==> src/rtl/fp8_pkg.sv <==
// Shared types and constants for the fp8 operand loader: FSM states and fp8 field layout.
package fp8_pkg;

  typedef enum logic [1:0] {
    ST_IDLE  = 2'd0,
    ST_SHIFT = 2'd1,
    ST_PACK  = 2'd2,
    ST_HOLD  = 2'd3
  } ld_state_e;

  localparam int FP8_EXP_W  = 3;
  localparam int FP8_FRAC_W = 4;
  localparam int FP8_BIAS   = 3;

  // A 4.4 magnitude whose top bit is set is 1.x * 2^3, hence exponent field BIAS+3 at L=0.
  localparam logic [FP8_EXP_W-1:0] FP8_EXP_TOP = FP8_EXP_W'(FP8_BIAS + 3);

  localparam logic [7:0] FP8_UFLOW = 8'h00;

endpackage

==> src/rtl/fp8_pack.sv <==
// Combinational fp8 packer: builds {s, e, f} from a normalized magnitude and shift count.
// FP8_LOAD_ROUND_EN adds round-to-nearest (ties up) on guard bit mag[2].
module fp8_pack
  import fp8_pkg::*;
(
  input  logic       sign,
  input  logic [2:0] shift_cnt,
  input  logic [7:0] mag,
  input  logic       uflow,
  output logic [7:0] result
);

  logic [FP8_EXP_W-1:0]  exp_t;
  logic [FP8_FRAC_W-1:0] frac_t;
  logic                  unused_bits;

`ifdef FP8_LOAD_ROUND_EN
  logic [FP8_FRAC_W:0]   frac_r;
  assign unused_bits = ^{mag[7], mag[1:0]};
`else
  assign unused_bits = ^{mag[7], mag[2:0]};
`endif

  always_comb begin
    exp_t  = FP8_EXP_TOP - shift_cnt;
    frac_t = mag[6:3];
    result = {sign, exp_t, frac_t};
`ifdef FP8_LOAD_ROUND_EN
    frac_r = {1'b0, frac_t} + {{FP8_FRAC_W{1'b0}}, mag[2]};
    // Fraction carry-out renormalizes; exponent peaks at 7 so it cannot wrap.
    if (frac_r[FP8_FRAC_W])
      result = {sign, exp_t + 3'd1, {FP8_FRAC_W{1'b0}}};
    else
      result = {sign, exp_t, frac_r[FP8_FRAC_W-1:0]};
`endif
    if (uflow)
      result = FP8_UFLOW;
  end

endmodule

==> src/rtl/fp8_operand_loader.sv <==
// Loads two signed 4.4 magnitudes, normalizes each one shift per cycle into fp8 and
// presents them as op1/op2. Optional rounding via FP8_LOAD_ROUND_EN (see fp8_pack).
module fp8_operand_loader
  import fp8_pkg::*;
#(
  parameter int SHIFT_MAX = 6
) (
  input  logic       clk,
  input  logic       reset,
  input  logic       in_valid,
  output logic       in_ready,
  input  logic       in_sign,
  input  logic [7:0] in_mag,
  output logic       op_valid,
  input  logic       op_ready,
  output logic [7:0] op1,
  output logic [7:0] op2,
  output logic       uflow
);

  localparam logic [2:0] SHIFT_LIM = 3'(SHIFT_MAX);

  // Handshakes: a transfer happens on a rising edge where valid && ready are both high;
  // op1/op2/uflow stay stable while op_valid && !op_ready.
  ld_state_e  state;
  logic       slot;
  logic       sign_r;
  logic [7:0] mag_r;
  logic [2:0] shift_cnt;
  logic       uf_r;
  logic [7:0] pack_res;

  fp8_pack u_pack (
    .sign      (sign_r),
    .shift_cnt (shift_cnt),
    .mag       (mag_r),
    .uflow     (uf_r),
    .result    (pack_res)
  );

  always_ff @(posedge clk) begin
    if (reset) begin
      state     <= ST_IDLE;
      slot      <= 1'b0;
      sign_r    <= 1'b0;
      mag_r     <= 8'h00;
      shift_cnt <= 3'd0;
      uf_r      <= 1'b0;
      op1       <= 8'h00;
      op2       <= 8'h00;
      uflow     <= 1'b0;
      op_valid  <= 1'b0;
      in_ready  <= 1'b1;
    end else begin
      case (state)
        ST_IDLE: begin
          if (in_valid && in_ready) begin
            sign_r    <= in_sign;
            mag_r     <= in_mag;
            shift_cnt <= 3'd0;
            uf_r      <= 1'b0;
            in_ready  <= 1'b0;
            state     <= ST_SHIFT;
          end
        end
        ST_SHIFT: begin
          if (mag_r[7]) begin
            state <= ST_PACK;
          end else if (shift_cnt == SHIFT_LIM) begin
            uf_r  <= 1'b1;
            state <= ST_PACK;
          end else begin
            mag_r     <= {mag_r[6:0], 1'b0};
            shift_cnt <= shift_cnt + 3'd1;
          end
        end
        ST_PACK: begin
          uflow <= uflow | uf_r;
          if (!slot) begin
            op1      <= pack_res;
            slot     <= 1'b1;
            in_ready <= 1'b1;
            state    <= ST_IDLE;
          end else begin
            op2      <= pack_res;
            slot     <= 1'b0;
            op_valid <= 1'b1;
            state    <= ST_HOLD;
          end
        end
        ST_HOLD: begin
          if (op_ready) begin
            uflow    <= 1'b0;
            op_valid <= 1'b0;
            in_ready <= 1'b1;
            state    <= ST_IDLE;
          end
        end
        default: state <= ST_IDLE;
      endcase
    end
  end

endmodule
==> config.mk <==
export PLATFORM = sky130hd
export DESIGN_NAME = fp8_operand_loader
export DESIGN_NICKNAME = d
export VERILOG_FILES = /design/src/rtl/fp8_pkg.sv /design/src/rtl/fp8_pack.sv /design/src/rtl/fp8_operand_loader.sv
export SDC_FILE = /design/constraint.sdc
export NUM_CORES = 1
export LEC_CHECK = 0
export BUFFER_PORTS_ARGS = -buffer_cell sky130_fd_sc_hd__buf_2
export CORE_AREA = 2 2 64 66
export CTS_BUF_LIST = sky130_fd_sc_hd__clkbuf_8
export CTS_CLUSTER_DIAMETER = 40
export CTS_CLUSTER_SIZE = 28
export DETAILED_ROUTE_END_ITERATION = 8
export DIE_AREA = 0 0 66 68
export GPL_TIMING_DRIVEN = 0
export RECOVER_POWER = 50
export SYNTH_ARGS = -nofsm -noshare
export SYNTH_HDL_FRONTEND = slang
export SYNTH_SLANG_ARGS = --single-unit
==> constraint.sdc <==
create_clock -name clk -period 1.9 [get_ports clk]
set_input_delay 0.38 -clock clk [delete_from_list [all_inputs] [get_ports clk]]
set_output_delay 0.38 -clock clk [all_outputs]
set_load 0.05 [all_outputs]
Word-level counts from Yosys, hierarchy flattened --
Cells that the tools add are included.
Storage, ports and cells: register bits after elaboration 35, input bits 13, output and inout port bits 19
Cells by class: $add $sub $neg 2, equality and inequality tests 12, multiplexer cells 27, bitwise operators 2, reduce and logical (&&, ||, !) cells 15
Operator list (count):
- $mux 8 | 4
- $pmux 8 s2 | 1
- $ne 2x2->1 const B | 7
- $reduce_and 4->1 | 3
- $mux 2 | 5
- $reduce_and 2->1 | 5
- $mux 3 | 3
- $mux 1 | 8
- $pmux 2 s4 | 1
- $pmux 1 s2 | 3
- $pmux 3 s2 | 1
- $reduce_and 3->1 | 2
- $eq 2x2->1 const B | 2
- $reduce_bool 2->1 | 2
- $add 3x1->3 const B | 1
- $eq 3x3->1 const B | 1
- $ne 3x3->1 const B | 1
- $pmux 1 s3 | 1
- $reduce_bool 3->1 | 1
- $sub 3x3->3 const A | 1
- $eq 2x1->1 const B | 1
- $logic_not 2->1 | 1
- $logic_and 1x1->1 | 1
- $not 1->1 | 1
- $or 1x1->1 | 1

Depth between registers and ports, before layout --
word-level depth 4, mapped depth 6, gate-level depth less buffers 5

Hierarchy --
A second synthesis with hierarchy kept.
Second synthesis, totals: cell total of the unflattened synthesis 168, area, all modules 1586.5 um^2
By module, submodules not included:
- fp8_operand_loader | instances 1, cells each 158, area an instance 1520.2 um^2
- fp8_pack | instances 1, cells each 10, area an instance 66.3 um^2

Worst setup path before layout --
No wires, ideal clock.
path kind reg2reg, start point register in_ready, end point register mag_r[1], arrival time 1530 ps, path slack 278 ps, cell stages (with the launch flop) 5, path buffers 1, clock period less this slack 1622 ps, path through dfxtp_1 > nor4bb_1 > clkbuf_1 > a211oi_1 > nor4_1
Between the ends: word-level cells in the longest chain between the ends 3
Ends and longest elaborated chain:
- start: declaration | line fp8_operand_loader.sv:11 | output logic in_ready,
- start signal: assignment | line fp8_operand_loader.sv:53 | in_ready <= 1'b1;
- start signal: assignment | line fp8_operand_loader.sv:62 | in_ready <= 1'b0;
- start signal: assignment | line fp8_operand_loader.sv:82 | in_ready <= 1'b1;
- $logic_and 1x1->1 | line fp8_operand_loader.sv:57 | if (in_valid && in_ready) begin
- $ne 2x2->1 (no source line)
- $reduce_and 4->1 (no source line)
- end signal: assignment | line fp8_operand_loader.sv:59 | mag_r <= in_mag;
- end signal: assignment | line fp8_operand_loader.sv:73 | mag_r <= {mag_r[6:0], 1'b0};
- end: declaration | line fp8_operand_loader.sv:28 | logic [7:0] mag_r;
Every way passes these cells. A chain may end at the register's enable or synchronous reset.

Worst setup path after layout --
start point register shift_cnt[0], end point register shift_cnt[0]
Between the ends: word-level cells in the longest chain between the ends 4, elaborated cells between the ends (all ways) 7, classes of those cells add/sub: 1; eq/ne: 2; mux: 3; reduce/logical: 1
Ends and longest elaborated chain:
- start: declaration | line fp8_operand_loader.sv:29 | logic [2:0] shift_cnt;
- start signal: assignment | line fp8_operand_loader.sv:74 | shift_cnt <= shift_cnt + 3'd1;
- $add 3x1->3 | line fp8_operand_loader.sv:74
- $mux 3 | line fp8_operand_loader.sv:69 | end else if (shift_cnt == SHIFT_LIM) begin
- $mux 3 | line fp8_operand_loader.sv:67 | if (mag_r[7]) begin
- $pmux 3 s2 | line fp8_operand_loader.sv:55 | case (state)
Several ways; a longest one is shown, not always the timed one. The select of a mux whose other input is x is not followed.

==> results.sh <==
export IMPL_netlist_area_mm2=0.001519
export IMPL_cts_setup_buffers=0
export IMPL_port_buffer_count=31
export IMPL_grt_max_degree=13
export IMPL_dpl_hpwl_mm=2.700
export IMPL_drc_errors=0
export IMPL_drv_slew=0
export IMPL_die_area_mm2=0.004488
export IMPL_ctsHoldBuffers=0
export IMPL_power_density_mw_per_mm2=1054
export IMPL_start_util=0.3939
export IMPL_drtIter0Drc=50
export IMPL_drt_first_pass_iters=4
export IMPL_relSlewSlack=0.5986
export IMPL_crit_path_top_delay_cell="clkbuf_1"
export IMPL_outcome="finished clean"
export IMPL_insertion_delay_ps=300
export IMPL_die_y_um=68
export IMPL_syn_inst=168
export IMPL_cts_tree="yes"
export IMPL_drt_antenna_violating_nets=0
export IMPL_viasPerCell=5.300
export IMPL_finalCriticalPeriod_ps=1710
export IMPL_antenna_found_initial=0
export IMPL_timing_final_crit_share=0.8998
export IMPL_yosysTopAreaCell="dfxtp_1"
export IMPL_maxCapViolCount=0
export IMPL_final_common_cell="dfxtp_1"
export IMPL_core_area_mm2=0.003856
export IMPL_avgSynthCellArea_um2=9.041
export IMPL_vias=1362
export IMPL_crit_path_cell_trace="inv_1, ha_1, and2_1, clkbuf_1, o21ai_0, o31ai_1"
export IMPL_setup_viol=0
export IMPL_tightest_slew_ps=604.7
export IMPL_syn_to_final_growth_pct=18.62
export IMPL_final_cells=257
export IMPL_slowest_delay_ps=370
export IMPL_rows=23
export IMPL_vdd_drop_max_mv=0.4017
export IMPL_clock_sinks=35
export IMPL_max_freq_mhz=584.9
export IMPL_grt_pass1_vias=1265
export IMPL_grt_pass1_wl_mm=6.037
export IMPL_diodes=0
export IMPL_whs_ps=321.1
export IMPL_cp_required_ps=2100
export IMPL_hold_violations=0
export IMPL_clock_root_buffer="clkbuf_8"
export IMPL_fin_nets=221
export IMPL_synthTopCellsByArea="dfxtp_1 (46%), a21oi_1 (7.9%), a22o_1 (4.0%), a211oi_1 (4.0%), nand2_1 (4.0%)"
export IMPL_dpl_cell_count=249
export IMPL_place_ws_ps=258.9
export IMPL_min_path_type="input port to flop"
export IMPL_yosysWarnings=0
export IMPL_gp_congestion=0.8144
export IMPL_gr_total_overflow=0
export IMPL_fin_area_mm2=0.001802
export IMPL_mostFrequentLayoutCells="dfxtp_1 (35), clkbuf_1 (28), a21oi_1 (24)"
export IMPL_cts_path_max_buffers=2
export IMPL_cts_resized_gates=0
export IMPL_die_x_um=66
export IMPL_wl_mm=3.789
export IMPL_critPathLaunchType="flop"
export IMPL_synthesis_nets=183
export IMPL_ys_seq_area_frac=0.4613
export IMPL_crit_family="buffers and inverters"
export IMPL_htree_levels=2
export IMPL_critPathMaxFanout=10
export IMPL_finClkSkew_ps=9.527
export IMPL_critPathBufInv=2
export IMPL_power_leakage_nw=0.6403
export IMPL_finalSetupTns_ps=0
export IMPL_yosys_area_top_type_share=0.4613
export IMPL_ys_seq_elements=35
export IMPL_cts_buffers_inserted=5
export IMPL_track_usage=0.1808
export IMPL_end_kind="flop"
export IMPL_rrSetupSlack_ps=190
export IMPL_setup_slack_ps=190.4
export IMPL_placed_cell_area_mm2=0.001737
export IMPL_drive_gt1_frac=0.1353
export IMPL_io_pins=32
export IMPL_path_clk_slew_ps=70
export IMPL_wl_per_cell_um=14.74
export IMPL_rsz0062_at_grt="no"
export IMPL_synth_cell_type_count=40
export IMPL_path_class="flop to flop"
export IMPL_cp_arrival_ps=1910
==> kinds of logic after synthesis <==
logic type               share of synthesized area
AO/OA/AOI/OAI                               0.2348
XOR/XNOR                                  0.005767
adder cells (fa/ha/maj)                    0.01647
buffers and inverters                      0.05107
flip-flops                                  0.4613
AND/OR/NAND/NOR                             0.2306
==> metal layers <==
layer  part of all wire  up-vias  global-route usage  wire [µm]
met5                  0        -                   0          0
met4              0.016        0             0.06888         61
met3              0.058        7             0.05592        218
met2               0.46       38              0.3005       1755
met1               0.46      622              0.2209       1754
li1                   -      695                   -          -
==> power breakdown <==
part	internal (W)	leakage [nW]	switching [W]
clock network	0.000255	0.0402	0.000289
logic	0.000176	0.315	0.000292
registers	0.000811	0.285	0.0000761
==> cells in the mapped netlist <==
| cell | count |
|---|---|
| nand3b_1 | 6 |
| nor2_1 | 7 |
| and2_1 | 2 |
| o211ai_1 | 2 |
| nor3b_4 | 1 |
| nor4_1 | 7 |
| nand2_1 | 16 |
| or3_1 | 3 |
| clkbuf_1 | 7 |
| buf_1 | 2 |
| nand4bb_1 | 1 |
| o21ai_0 | 4 |
| a211oi_1 | 8 |
| a22o_1 | 7 |
| a31oi_1 | 1 |
| a22oi_1 | 1 |
| buf_6 | 2 |
| nand2b_1 | 2 |
| nand3_1 | 1 |
| a2bb2oi_1 | 2 |
| a21oi_2 | 1 |
| nor3b_2 | 1 |
| nor3b_1 | 1 |
| o2bb2ai_1 | 1 |
| xor2_1 | 1 |
| dfxtp_1 | 35 |
| nor4bb_1 | 1 |
| a21o_1 | 1 |
| or4_1 | 1 |
| nor3_1 | 6 |
| or3b_1 | 1 |
| o31ai_1 | 1 |
| o21bai_1 | 1 |
| ha_1 | 2 |
| a221oi_1 | 1 |
| and3b_1 | 1 |
| inv_1 | 3 |
| buf_2 | 2 |
| a21oi_1 | 24 |
| or3b_4 | 1 |
==> path summary, 6_finish.rpt <==
check | from | cells past startpoint | to
worst max-delay path | shift_cnt[0]$_SDFFE_PP0P_ | 6 | shift_cnt[0]$_SDFFE_PP0P_
worst max register to register | shift_cnt[0]$_SDFFE_PP0P_ | 6 | shift_cnt[0]$_SDFFE_PP0P_
worst min-delay path | in_sign | 3 | sign_r$_SDFFE_PP0P_
worst min register to register | op1[6]$_SDFFE_PP0P_ | 2 | op1[6]$_SDFFE_PP0P_
==> final cells by class <==
cell class              instances  area (µm²)
fillers                       401        2054
well taps                      50       62.56
repair buffers                 31       131.4
clock buffers                   5       68.82
plain buffers                  13       66.31
inverters                       3       11.26
flip-flops and latches         35       700.7
clock inverters                 3       20.02
multi-input cells             117       740.7
==> sequential cells by signal, indices dropped and copies added (netlist names) <==
| signal | count |
|---|---|
| mag_r | 8 |
| op1 | 8 |
| op2 | 8 |
| shift_cnt | 3 |
| state | 2 |
| in_ready | 1 |
| op_valid | 1 |
| sign_r | 1 |
| slot | 1 |
| uf_r | 1 |
| uflow | 1 |
==> tightest hold or removal path: cells and delay by family <==
family | cells | cell delay [ps]
simple gates | 1 | 50
compound gates | 1 | 50
buf+inv | 1 | 100
==> through the flow <==
step             util  power (W)
3_5_place_dp   0.4504   0.001376
6_report       0.4672   0.001898
4_1_cts        0.4734   0.001914
2_1_floorplan       -   0.001245
5_1_grt        0.4672   0.002004
3_3_place_gp   0.4504   0.001354
Note: power is estimated with default switching activity, not from simulation.
